--- src/rtl/comb_row_writer.sv ---
// Combination-stage sequencer: each output row is the sum of the FM x WM rows
// selected by the matching adjacency row, written once per row, then a sticky done.

module comb_acc_lane #(
  parameter int DATA_WIDTH = 16,
  parameter int ACC_WIDTH  = 19
) (
  input  logic                  clk,
  input  logic                  reset,
  input  logic                  clr,
  input  logic                  add,
  input  logic [DATA_WIDTH-1:0] din,
  output logic [ACC_WIDTH-1:0]  acc
);
  always_ff @(posedge clk or negedge reset) begin
    if (!reset)   acc <= '0;
    else if (clr) acc <= '0;
    else if (add) acc <= acc + ACC_WIDTH'($signed(din));
  end
endmodule

module comb_row_writer #(
  parameter int ROWS       = 6,
  parameter int FEATS      = 3,
  parameter int DATA_WIDTH = 16,
  parameter int ACC_WIDTH  = DATA_WIDTH + $clog2(ROWS),
  parameter int ROW_WIDTH  = $clog2(ROWS)
) (
  input  logic                        clk,
  input  logic                        reset,
  input  logic                        start,
  output logic [ROW_WIDTH-1:0]        adj_addr,
  input  logic [ROWS-1:0]             adj_rd_data,
  output logic [ROW_WIDTH-1:0]        fmwm_addr,
  input  logic [FEATS*DATA_WIDTH-1:0] fmwm_rd_data,
  output logic                        wr_en,
  output logic [ROW_WIDTH-1:0]        wr_addr,
  output logic [FEATS*ACC_WIDTH-1:0]  wr_data,
  output logic                        done_comb,
  output logic                        is_idle,
  output logic                        is_busy,
  output logic                        is_done
);
  typedef enum logic [2:0] {IDLE, READ_ADJ, READ_K, ACC_K, WRITE_ROW, DONE} state_t;

  localparam logic [ROW_WIDTH-1:0] LAST = ROW_WIDTH'(ROWS - 1);

  state_t                  state, state_n;
  logic [ROW_WIDTH-1:0]    row, k;
  logic [ROWS-1:0]         adj_reg;
  logic [FEATS-1:0][ACC_WIDTH-1:0] acc;
  logic                    acc_clr, acc_add;

  always_ff @(posedge clk or negedge reset) begin
    if (!reset) state <= IDLE;
    else        state <= state_n;
  end

  always_comb begin
    state_n   = state;
    adj_addr  = '0;
    fmwm_addr = '0;
    wr_en     = 1'b0;
    wr_addr   = '0;
    acc_clr   = 1'b0;
    acc_add   = 1'b0;
    case (state)
      IDLE:      if (start) state_n = READ_ADJ;
      READ_ADJ: begin
        adj_addr = row;
        acc_clr  = 1'b1;
        state_n  = READ_K;
      end
      READ_K: begin
        fmwm_addr = k;
        state_n   = ACC_K;
      end
      ACC_K: begin
        acc_add = adj_reg[k];
        state_n = (k == LAST) ? WRITE_ROW : READ_K;
      end
      WRITE_ROW: begin
        wr_en   = 1'b1;
        wr_addr = row;
        state_n = (row == LAST) ? DONE : READ_ADJ;
      end
      DONE:      state_n = DONE;
      default:   state_n = IDLE;
    endcase
  end

  // Adjacency word arrives one cycle after READ_ADJ, i.e. during the k==0 READ_K.
  always_ff @(posedge clk or negedge reset) begin
    if (!reset) begin
      row     <= '0;
      k       <= '0;
      adj_reg <= '0;
    end else begin
      case (state)
        IDLE:      if (start) row <= '0;
        READ_ADJ:  k <= '0;
        READ_K:    if (k == '0) adj_reg <= adj_rd_data;
        ACC_K:     if (k != LAST) k <= k + ROW_WIDTH'(1);
        WRITE_ROW: if (row != LAST) row <= row + ROW_WIDTH'(1);
        default:   ;
      endcase
    end
  end

  for (genvar f = 0; f < FEATS; f++) begin : g_lane
    comb_acc_lane #(.DATA_WIDTH(DATA_WIDTH), .ACC_WIDTH(ACC_WIDTH)) u_lane (
      .clk   (clk),
      .reset (reset),
      .clr   (acc_clr),
      .add   (acc_add),
      .din   (fmwm_rd_data[f*DATA_WIDTH +: DATA_WIDTH]),
      .acc   (acc[f])
    );
  end

  assign wr_data   = acc;
  assign done_comb = (state == DONE);
  assign is_done   = (state == DONE);
  assign is_idle   = (state == IDLE);
  assign is_busy   = (state != IDLE) && (state != DONE);
endmodule

--- config.mk ---
export PLATFORM = sky130hd
export DESIGN_NAME = comb_row_writer
export DESIGN_NICKNAME = d
export VERILOG_FILES = /design/src/rtl/comb_row_writer.sv
export SDC_FILE = /design/constraint.sdc
export NUM_CORES = 1
export LEC_CHECK = 0
export BUFFER_PORTS_ARGS = -buffer_cell sky130_fd_sc_hd__buf_2
export CORE_MARGIN = 4
export CORE_UTILIZATION = 30
export CTS_CLUSTER_SIZE = 20
export DETAILED_ROUTE_END_ITERATION = 12
export PLACE_DENSITY = 0.55
export SLEW_MARGIN = 20
export SYNTH_ARGS = -nofsm -noshare
export SYNTH_HDL_FRONTEND = slang
export SYNTH_HIERARCHICAL = 1
export SYNTH_SLANG_ARGS = --single-unit
--- constraint.sdc ---
create_clock -name clk -period 2.6 [get_ports clk]
set_input_delay 0.26 -clock clk [delete_from_list [all_inputs] [get_ports clk]]
set_output_delay 0.26 -clock clk [all_outputs]
set_load 0.005 [all_outputs]
Word level (Yosys, flattened, before mapping). Cells that the tools add are included.

Output and inout bits: 71. Bits in registers: 72. Word-level logic and storage cells: 59.

Order comparisons: 1. Equal/unequal tests: 13. Add/sub/neg operators: 5. Reductions and logical operators: 10. Multiplexer cells: 23.

Operator list (count): 19-bit two-way mux (6); 19-bit adder (3); 3-bit two-way mux (9); 3-bit one-hot mux with 6 select lines (1); 3-bit == test, second input constant (4); 3-bit one-hot mux with 2 select lines (2); 3-bit inequality test, second input constant (3); 3-bit by 1-bit adder with 3-bit output, second input constant (2); 3-bit by 2-bit == test with 1-bit output, second input constant (2); 3-bit logical NOT (2); 2-bit inequality test, second input constant (3); 2-bit nonzero test (3); 3-bit by 4-bit < comparator with 1-bit output, second input constant (1); 1-bit two-way mux (4); 2-bit AND reduction (2); 1-bit binary-select mux with 3-bit select (1); 3-bit by 1-bit == test with 1-bit output, second input constant (1); 3-bit AND reduction (1); 3-bit nonzero test (1); 1-bit logical AND (1).

Logic depth before layout (Yosys ltp).
Word-level depth: 5. Mapped depth: 10.

By module. Netlist, hierarchy kept.

Modules (own cells, without submodules): comb_acc_lane at g_lane[0].u_lane (times used 1, area an instance 1793.0 um^2, cells an instance 213); comb_acc_lane at g_lane[2].u_lane (times used 1, area an instance 1793.0 um^2, cells an instance 207); comb_acc_lane at g_lane[1].u_lane (times used 1, area an instance 1776.7 um^2, cells an instance 208); comb_row_writer (times used 1, area an instance 949.7 um^2, cells an instance 90).

Worst setup path before layout. OpenSTA, ideal clock, no wires.

Path type: register -> register. Start: register g_lane[2].u_lane.acc[0]. End: register g_lane[2].u_lane.acc[12]. Path slack: 235 ps. Cell stages (with the launch flop): 9. Buffers on the path: 0. Setup time: 87 ps. Data arrival time: 2279 ps. Clock period less this slack: 2365 ps. Cell sequence: dfrtp_1 -> ha_1 -> fa_1 -> a21o_1 -> a221oi_1 -> o21ai_0 -> nand3_1 -> mux2_2 -> o211ai_1.

Cells in the longest elaborated chain, start to end: 3.

RTL lines: start: declaration (RTL line 13) `output logic [ACC_WIDTH-1:0] acc`; start signal: assignment (RTL line 18) `else if (add) acc <= acc + ACC_WIDTH'($signed(din));`; 19-bit adder (RTL line 18); 19-bit two-way mux (RTL line 18); 19-bit two-way mux (RTL line 17) `else if (clr) acc <= '0;`.

No other way between the ends. The select of a mux whose other input is x is not followed. A chain may end at the register's enable or synchronous reset.

Worst setup path in the final report.
Start: register g_lane[2].u_lane.acc[0]. End: register g_lane[2].u_lane.acc[14].

The elaborated chain is that of the path after synthesis.

==> flow_summary.yaml <==
run_status:
  status: "complete, no violations"
yosys:
  synth_edf_count: 0
  synthArstFlopShare_pct: 100
  ys_warn_count: 6
  yosys.area.top_type_share_pct: 28.5
  synth-seq-cells: 72
  syn_area_per_cell_um2: 8.79
  yosysTopAreaCell: "dfrtp_1"
  syn-num-nets: 837
  yosysSeqAreaShare_pct: 28.5
  synth.distinct_cells: 78
  synth.top_cells.by_area: "dfrtp_1 (29%), ha_1 (12%), a21oi_1 (4.4%)"
  syn_inst: 718
  synth_ff_type: "dfrtp_1"
  syn_area_um2: 6310
placed_design:
  hpwl_mm: 13.7
  place.gp.congestion: 0.806
  numPortBuffers: 127
sta:
  layout_min_cycle_time_ns: 2.47
  slew_violations: 0
  fin_skew_ns: 0.00953
  slew_headroom_pct: 63.3
  hold_violations: 0
  rsz0062_at_grt: "no"
  worstMarginPinSlew_ns: 0.550
  fmax_mhz: 405
  fin_setup_tns_ns: 0
  fin_crit_sh_pct: 95.0
  finalSetupViolations: 0
floorplan:
  rows: 52
  core_area_um2: 20500
  die_y_um: 153
  initial_core_util_pct: 30.8
  fp.dieArea_um2: 23400
  chipWidth_um: 153
  boundaryPins: 128
route:
  ant_nets: 0
  drt_iter0_markers: 251
  wl_met1_mm: 8.68
  drc: 0
  drt_pass1_iterations: 5
  routed_wl_mm: 18.0
  routed-wl-met3_um: 826
  routed.top_layer: "met4"
  wire_per_inst_um: 16.1
  wl_met2_mm: 8.37
  via_per_inst: 5.30
  via_count: 5928
setup_path:
  crit_family: "compound AO/OA/AOI/OAI gates"
  critPathSlowestCell: "fa_1"
  slowest_delay_ns: 0.42
  cp-start-kind: "flop"
  path_cells: "ha_1, fa_1, a21o_1, a22o_1, o311a_4, a21oi_2, nor4b_1, a221o_1"
  critPathKind: "reg2reg"
  worstPathArrival_ns: 2.69
  cp_max_fo: 6
  critPathRequiredTime_ns: 2.82
  crit_buf_inv: 0
  cp-end-kind: "flop"
cells_and_area:
  area_growth_pct: 21.2
  drive_gt1_share_pct: 23.4
  fill_cells: 2173
  layout.nets: 964
  utilization_pct: 37.3
  antenna_cells: 0
  largest_reg_flops: 57
grt:
  grt_pass1_wl_mm: 29.8
  grt_max_degree: 49
  grt_pass1_vias: 5777
  grt_overflow_total: 0
  antenna_found_initial: 0
  grt.total_usage_pct: 15.1
clock_tree:
  insertion_delay_ns: 0.34
  numCtsBuffers: 9
  cts_tree: "yes"
  clk_transition_reported_paths_ns: 0.06
  post_cts.repair.setup_buffers: 0
  clock-sinks: 72
  root_buffer: "clkbuf_16"
  h-tree-depth: 3
  cts_buffer_depth: 2
hold_path:
  hold_class: "in2reg"
power:
  powerDensity_nw_per_um2: 698
  ir_drop_uv: 314
  cellLeakagePower_nw: 3.43
run:
  cap_violations: 0
cell usage after synthesis, drive strengths merged, types with 7 or more instances:
cell type	n
nor2	64
mux2	9
a31oi	7
mux2i	22
nand2	52
o21ai	22
nand3b	14
or3	11
nand2b	12
nor2b	10
inv	20
a211oi	13
clkbuf	21
buf	11
and2	14
dfrtp	72
ha	59
a21o	14
o211ai	19
a21oi	59
nand4	9
o21a	11
nand3	28
nor3	19
and3	14
xnor2	13
final timing paths:
kind                       slack (ns)                                    to                                 from  cells after the start
max                              0.13  g_lane[2].u_lane/acc[14]$_DFFE_PN0P_  g_lane[2].u_lane/acc[0]$_DFFE_PN0P_                      8
min                              0.15                adj_reg[5]$_DFFE_PN0P_                       adj_rd_data[5]                      2
max reg2reg                      0.13  g_lane[2].u_lane/acc[14]$_DFFE_PN0P_  g_lane[2].u_lane/acc[0]$_DFFE_PN0P_                      8
min reg2reg                      0.51                adj_reg[4]$_DFFE_PN0P_               adj_reg[4]$_DFFE_PN0P_                      1
max in group asynchronous        1.53  g_lane[0].u_lane/acc[16]$_DFFE_PN0P_                                reset                      3
min in group asynchronous        0.45   g_lane[2].u_lane/acc[5]$_DFFE_PN0P_                                reset                      2
repair_timing:
action                                 in CTS  in global routing
endpoints found under the hold margin      35                  0
hold buffers                                1                  0
resized for setup                           0                  3
setup endpoints to repair                   0                  4
cell usage in the layout, fill, tap and decap left out, types with 11 or more instances in the layout:
cell / instances
buf_2: 126
dfrtp_1: 72
nor2_1: 63
ha_1: 59
a21oi_1: 54
nand2_1: 52
nand3_1: 28
mux2i_1: 22
inv_1: 19
nor3_1: 19
o211ai_1: 19
buf_4: 19
o21ai_0: 18
and2_1: 14
nand3b_1: 13
xnor2_1: 13
a21o_1: 12
nand2b_1: 11
and3_1: 11
o21a_1: 11
or3_1: 11
report_power, final:
part           switching, W  internal, W  total, W
Combinational       0.00140      0.00109   0.00249
Sequential         0.000202      0.00134   0.00154
Clock              0.000515     0.000793   0.00131
through the flow:
step	hold WS (ns)	power [W]	area (um^2)	setup WS (ns)	cells
finish	0.149	0.00534	7650	0.131	1119
global route	0.143	0.00577	7650	0.00414	1119
CTS	0.130	0.00540	7640	0.0913	1119
detailed placement	0.286	0.00404	7320	0.108	1103
global placement	0.284	0.00403	7320	0.158	1103
floorplan	-0.0356	0.00329	6310	0.235	718
cell type report:
cell class	count	area, um^2	share of cell area [%]
Clock inverter	4	53.8	0.703
Sequential cell	72	1800	23.5
Tap cell	270	338	4.41
Timing Repair Buffer	148	823	10.8
Multi-Input combinational cell	594	4310	56.3
Inverter	20	75.1	0.981
Clock buffer	11	253	3.30
logic make-up (layout without fill, tap and decap cells):
logic type	count (synthesis)	in the layout	synth area share, %
XOR/XNOR	19	19	2.64
AO/OA/AOI/OAI	209	209	23.8
multiplexers	31	31	5.45
adder cells (fa/ha/maj)	62	62	12.6
flip-flops	72	72	28.5
AND/OR/NAND/NOR	273	273	23.4
buffers and inverters	52	183	3.53
layer usage:
metal | up-vias | GRT usage, %
met5 | - | 0
met4 | 0 | 3.18
met3 | 7 | 3.11
met2 | 127 | 24.8
met1 | 2827 | 20.5
li1 | 2967 | -
No activity file was read; power rests on OpenSTA's default activity.
